$ cat config.mk
export PLATFORM = sky130hd
export DESIGN_NAME = dmem_mmio
export DESIGN_NICKNAME = d
export VERILOG_FILES = /design/src/rtl/dmem_mmio.sv
export SDC_FILE = /design/constraint.sdc
export NUM_CORES = 2
export LEC_CHECK = 0
export CAP_MARGIN = 10
export CORE_MARGIN = 2
export CORE_UTILIZATION = 40
export CTS_BUF_LIST = sky130_fd_sc_hd__clkbuf_16
export DETAILED_ROUTE_END_ITERATION = 16
export PLACE_DENSITY = 0.63
export SLEW_MARGIN = 40
export SYNTH_ARGS = -nofsm -noshare
export SYNTH_HDL_FRONTEND = slang
export SYNTH_SLANG_ARGS = --single-unit
$ cat constraint.sdc
create_clock -name clk -period 11.95 [get_ports clk]
set_clock_uncertainty 0.2 [all_clocks]
set_input_delay 3.585 -clock clk [delete_from_list [all_inputs] [get_ports clk]]
set_output_delay 3.585 -clock clk [all_outputs]
set_load 0.02 [all_outputs]
$ cat src/rtl/dmem_mmio.sv
// dmem_mmio: word RAM plus memory-mapped GPIO, timer/compare and write-fault capture
module dmem_mmio #(
    parameter int          MEM_WORDS = 64,
    parameter logic [31:0] IO_BASE   = 32'hFFFF_0000,
    parameter int          GPIO_W    = 8
) (
    input  logic              clk,
    input  logic              reset,
    input  logic [31:0]       a,
    input  logic [31:0]       wd,
    input  logic              we,
    output logic [31:0]       rd,
    input  logic [GPIO_W-1:0] gpio_in,
    output logic [GPIO_W-1:0] gpio_out,
    output logic              timer_irq,
    output logic              bus_err
);
    localparam int AW = $clog2(MEM_WORDS);

    logic [31:0]       mem [MEM_WORDS];
    logic [GPIO_W-1:0] gpo_q, gpo_d, sync1_q, sync2_q;
    logic [31:0]       cnt_q, cnt_d, cmp_q, cmp_d, err_q, err_d;
    logic [1:0]        ctrl_q, ctrl_d;
    logic              stat_q, stat_d, berr_q;
    logic              is_ram, is_io, fault, ram_we, io_we, hit;
    logic [7:0]        off;
    logic [31:0]       io_rd;

    // address decode, fault detection and combinational read mux
    always_comb begin
        is_ram = a < 32'(MEM_WORDS * 4);
        is_io  = a[31:8] == IO_BASE[31:8];
        off    = {a[7:2], 2'b00};
        fault  = we && (a[1:0] != 2'b00 || !(is_ram || is_io) ||
                 (is_io && (off > 8'h18 || off == 8'h04 || off == 8'h18)));
        ram_we = we && !fault && is_ram;
        io_we  = we && !fault && is_io;
        io_rd  = off == 8'h00 ? 32'({gpo_q}) :
                 off == 8'h04 ? 32'({sync2_q}) :
                 off == 8'h08 ? cnt_q :
                 off == 8'h0C ? cmp_q :
                 off == 8'h10 ? {30'b0, ctrl_q} :
                 off == 8'h14 ? {31'b0, stat_q} :
                 off == 8'h18 ? err_q : 32'b0;
        rd     = is_ram ? mem[a[AW+1:2]] : is_io ? io_rd : 32'b0;
    end

    // register next-state: software writes beat timer increment, hardware match beats W1C
    always_comb begin
        hit    = ctrl_q[0] && cnt_q == cmp_q;
        gpo_d  = io_we && off == 8'h00 ? wd[GPIO_W-1:0] : gpo_q;
        cmp_d  = io_we && off == 8'h0C ? wd : cmp_q;
        ctrl_d = io_we && off == 8'h10 ? wd[1:0] : ctrl_q;
        cnt_d  = io_we && off == 8'h08 ? wd :
                 !ctrl_q[0]            ? cnt_q :
                 hit && ctrl_q[1]      ? 32'b0 : cnt_q + 32'd1;
        stat_d = hit || (stat_q && !(io_we && off == 8'h14 && wd[0]));
        err_d  = fault ? a : err_q;
    end

    // state registers with synchronous reset
    always_ff @(posedge clk) begin
        if (reset) begin
            gpo_q   <= '0;
            sync1_q <= '0;
            sync2_q <= '0;
            cnt_q   <= '0;
            cmp_q   <= 32'hFFFF_FFFF;
            ctrl_q  <= '0;
            stat_q  <= 1'b0;
            err_q   <= '0;
            berr_q  <= 1'b0;
        end else begin
            gpo_q   <= gpo_d;
            sync1_q <= gpio_in;
            sync2_q <= sync1_q;
            cnt_q   <= cnt_d;
            cmp_q   <= cmp_d;
            ctrl_q  <= ctrl_d;
            stat_q  <= stat_d;
            err_q   <= err_d;
            berr_q  <= fault;
        end
    end

    // RAM write port; contents survive reset but a write under reset is dropped
    always_ff @(posedge clk) begin
        if (ram_we && !reset) mem[a[AW+1:2]] <= wd;
    end

    assign gpio_out  = gpo_q;
    assign timer_irq = stat_q;
    assign bus_err   = berr_q;
endmodule

* Word level (Yosys, flattened, before mapping)
Memories as Yosys holds them, arrays and structs flattened. Cells that the tools add are included.
Word-level totals: register bits after elaboration 124, bits in writable memories 2048, input port bits 75, output and inout port bits 42, word-level logic and storage cells 64, memories 1
Cells by class: add/subtract/negate cells 1, order comparisons 2, equal/unequal tests 8, multiplexer cells 14, reduce and logical (&&, ||, !) cells 29
Memories:
- mem | depth 64, width 32, read ports 1, clocked after memory_dff 0, wr ports 1, RTL line 20 | logic [31:0] mem [MEM_WORDS];
Operators by type and width (number):
- $mux W32 | 12
- $add A32 B1 Y32 const B | 1
- $eq A32 B32 Y1 | 1
- $lt A32 B9 Y1 const B | 1
- $eq A24 B24 Y1 const B | 1
- $eq A6 B3 Y1 const B | 3
- $logic_and A1 B1 Y1 | 15
- $eq A6 B2 Y1 const B | 2
- $gt A8 B5 Y1 const B | 1
- $logic_not A8 Y1 | 1
- $eq A6 B1 Y1 const B | 1
- $logic_not A6 Y1 | 1
- $logic_or A1 B1 Y1 | 6
- $logic_not A1 Y1 | 4
- $reduce_bool A2 Y1 | 2
- $mux W1 | 2

* Depth between registers and ports, before layout
word-level depth 14, depth in mapped cells 12, mapped depth without buffers 7

* Least setup slack after synthesis
No wires, ideal clock.
path type input to output, from input port a[3], to output port rd[27], arrival 5.858 ns, required time 8.165 ns, path slack 2.307 ns, stages on the path 7, buffers on the path 3, cell sequence buf_2 > buf_4 > buf_1 > mux4_2 > mux4_2 > nor2b_1 > or4_1
Between the ends: longest elaborated chain between the ends 10, elaborated cells on any way between the ends 18, classes of those cells order compare (1); eq/ne (6); mux (9); reduce/logical (1); memory (1)
Ends and longest elaborated chain:
- start: declaration | RTL line 9 | input logic [31:0] a,
- $eq A6 B3 Y1 | RTL line 44 | off == 8'h18 ? err_q : 32'b0;
- $mux W32 | RTL line 44
- $mux W32 | RTL line 43 | off == 8'h14 ? {31'b0, stat_q} :
- $mux W32 | RTL line 42 | off == 8'h10 ? {30'b0, ctrl_q} :
- $mux W32 | RTL line 41 | off == 8'h0C ? cmp_q :
- $mux W32 | RTL line 40 | off == 8'h08 ? cnt_q :
- $mux W32 | RTL line 39 | off == 8'h04 ? 32'({sync2_q}) :
- $mux W32 | RTL line 38 | io_rd = off == 8'h00 ? 32'({gpo_q}) :
- $mux W32 | RTL line 45 | rd = is_ram ? mem[a[AW+1:2]] : is_io ? io_rd : 32'b0;
- $mux W32 (*) | RTL line 45
- end: declaration | RTL line 12 | output logic [31:0] rd,
Every way passes the cells marked *; elsewhere a longest branch is shown, timed or not.

* Worst setup path after layout
from input port a[16], to output port rd[4]
Between the ends: longest elaborated chain between the ends 3, elaborated cells on any way between the ends 4, classes of those cells order compare (1); eq/ne (1); mux (2)
Ends and longest elaborated chain (RTL line):
- parallel branches: the longest is 2 deep, another holds $lt A32 B9 Y1
- $mux W32 (*) | 45
Mark *: on every way between the ends.

==> flow_summary.ini <==
[worst_setup_path]
worstSetupEndpointType = output pin
required_ps = 8170
cp_max_fo = 15
crit_arrival_ps = 7510
worstSetupStartpointType = input pin
crit_type = input pin to output pin

[sta]
hold_violations = 0
setup_slack_ps = 656.2
worst_pin_slew_ps = 1008
fin_crit_sh_pct = 94.51
setup_violations = 0
drv_slew = 0
rsz0062_at_grt = no
finalCriticalPeriod_ps = 11290
slew_headroom_pct = 32.81
fin_hold_ws_ps = 241.9
max_clock_freq_ghz = 0.08854
fin_setup_tns_ps = 0

[global_routing]
grt_overflow = 0
grt_pass1_vias = 43690
track_usage_pct = 22.32
antenna_found_initial = 16
grt_pass1_wl_mm = 340.6
grt_max_degree = 70

[cts]
cts_setup_buffers = 0
root_buffer = clkbuf_16
cts_tree = built
cts_buffer_depth = 3
cts_buffers = 202
cts_num_sinks = 2172
path_clk_slew_ps = 60
clk_latency_ps = 840
hold_buffers = 0
cts_resized = 0
htree_num_levels = 4

[job]
cap_violations = 0

[floorplanning]
die_x_um = 464.2
start_util_pct = 40.33
ios = 117
rows = 168
core_area_sq_mm = 0.2100
die_h_um = 464.2
die_area_sq_mm = 0.2154

[routing]
remaining_drc_errors = 0
routedWlPerCell_um = 32.78
dr.pass1.iters = 8
drtIter0Drc = 7217
via_per_inst = 6.089
num_vias = 45160
final_antenna_net_count = 0
finalWirelength_mm = 243.1
highest_layer = met5
dr_wl_met3_mm = 26.36
routed-wl-met2_mm = 109.0
wl_met1_mm = 100.2

[layout]
area_delta_synth_final_pct = 15.10
design_area_sq_mm = 0.09748
nFillCells = 17200
nets = 4501
final_cell_mix = edfxtp_1 (2,048), mux4_2 (543), buf_4 (213), clkbuf_16 (208), nand2_1 (152)
layout_commonest_cell = edfxtp_1
drive_gt1_share_pct = 26.89

[pwr]
p_switching_w = 0.003268
p_int_w = 0.01218
swShare_pct = 21.15
sequentialPowerShare_pct = 53.9
ir_worst_vdd_uv = 163.6
combPwrFrac_pct = 4.6
p_leak_nw = 30.36
powerDensity_mw_per_mm2 = 158.5
clkPwrFrac_pct = 41.5

[yosys]
yosysSeqAreaShare_pct = 75.54
yosysUniqueCellTypes = 62
syn_inst = 4106
synth_ff_type = edfxtp_1
synth_edf_count = 2048
synth-seq-cells = 2172
synth_area_sq_mm = 0.08469
yosysWarnings = 0
synth_nets = 4182
avgSynthCellArea_sq_um = 20.63
async_reset_ff_share_pct = 0

[place]
dpl_cell_area_sq_mm = 0.09069
hpwl_mm = 146.1
place_ws_ps = 725.9
portBuffers = 116
gp_congestion = 0.8816

[outcome]
outcome = finished, final reports clean

[hold_path]
hold_path_class = register to register
[synth_stat cells (all sizes together), types with 7 or more instances]
master,count,area share [%]
a211oi,35,0.31
buf,150,1.1
a222oi,24,0.28
mux4,543,14
o22a,7,0.072
o2111ai,11,0.11
xor2,11,0.11
nand4,37,0.27
o22ai,70,0.52
or4,19,0.17
or2,14,0.10
nor2,136,0.60
nor4,24,0.20
inv,14,0.062
clkbuf,95,0.42
nor3,30,0.19
and2,10,0.074
edfxtp,2048,73
nor2b,46,0.34
xnor2,34,0.35
nand2b,32,0.24
a221oi,7,0.072
nor3b,11,0.098
and3,28,0.21
nand2,153,0.68
mux2i,107,1.3
nand3,78,0.46
a21oi,62,0.37
dfxtp,124,2.9
a22oi,68,0.60
a31oi,10,0.074
o21ai,8,0.047
[critical path, cell delays in order]
cell and delay [ps]:
clkdlybuf4s50_1 450, nor4_1 330, nand4_1 470, nor2_2 260
buf_4 290, nand2_1 470, nor3_1 730, or4_1 280
clkdlybuf4s50_1 630
[logic make-up (layout without fill, tap and decap cells)]
logic type | after synthesis | after routing | share of synthesized area (%)
buf+inv | 260 | 755 | 1.598
simple gates | 636 | 636 | 3.795
fa+ha+maj | 1 | 1 | 0.01477
mux | 656 | 656 | 15.78
flops | 2172 | 2172 | 75.54
compound gates | 336 | 336 | 2.800
xor+xnor | 45 | 45 | 0.4654
other cells | 0 | 10 | 0
[state kept, by name, summed over array words and instances (netlist names)]
signal     cells
err_q         32
sync2_q        8
ctrl_q         2
timer_irq      1
sync1_q        8
gpio_out       8
cmp_q         32
mem         2048
bus_err        1
cnt_q         32
[path summary, 6_finish.rpt]
check             slack [ps]  cells past startpoint         end  startpoint
hold / removal           240                      1  sync2_q[0]  sync1_q[0]
setup / recovery         660                      9       rd[4]       a[16]
hold reg to reg          240                      1  sync2_q[0]  sync1_q[0]
setup reg to reg        8620                      6   cnt_q[31]    cnt_q[2]
[power groups by stage]
stage	combinational (W)	sequential, W	clock [W]
after global routing	0.000747	0.00833	0.00678
after detailed placement	0.000704	0.00850	0
after global placement	0.000695	0.00850	0
after floorplan	0.000375	0.00849	0
after CTS	0.000706	0.00833	0.00649
final	0.000711	0.00833	0.00640
[stage by stage]
stage          cells  power, W  util [%]
4_1_cts         7398   0.01552     46.31
6_report        7416   0.01545     46.42
3_5_place_dp    7018  0.009200     43.19
3_3_place_gp    7003  0.009191     43.01
2_1_floorplan   4106  0.008865         -
5_1_grt         7410   0.01585     46.41
[layer usage]
layer,up-vias,global-route usage [%]
met5,-,0
met4,2,6.806
met3,377,4.907
met2,2707,32.90
met1,24220,33.16
li1,17850,-
[area by class of cell]
class                   instances  area, sq um  area share [%]
flip-flops and latches       2172        63980           65.64
multi-input cells            1674        19900           20.41
clock buffers                 206         5155           5.288
well taps                    2805         3510           3.600
repair buffers                360         3463           3.553
clock inverters               174         1393           1.429
inverters                      15        57.56         0.05904
diodes                         10        25.02         0.02567
Note: power is estimated with default switching activity, not from simulation.
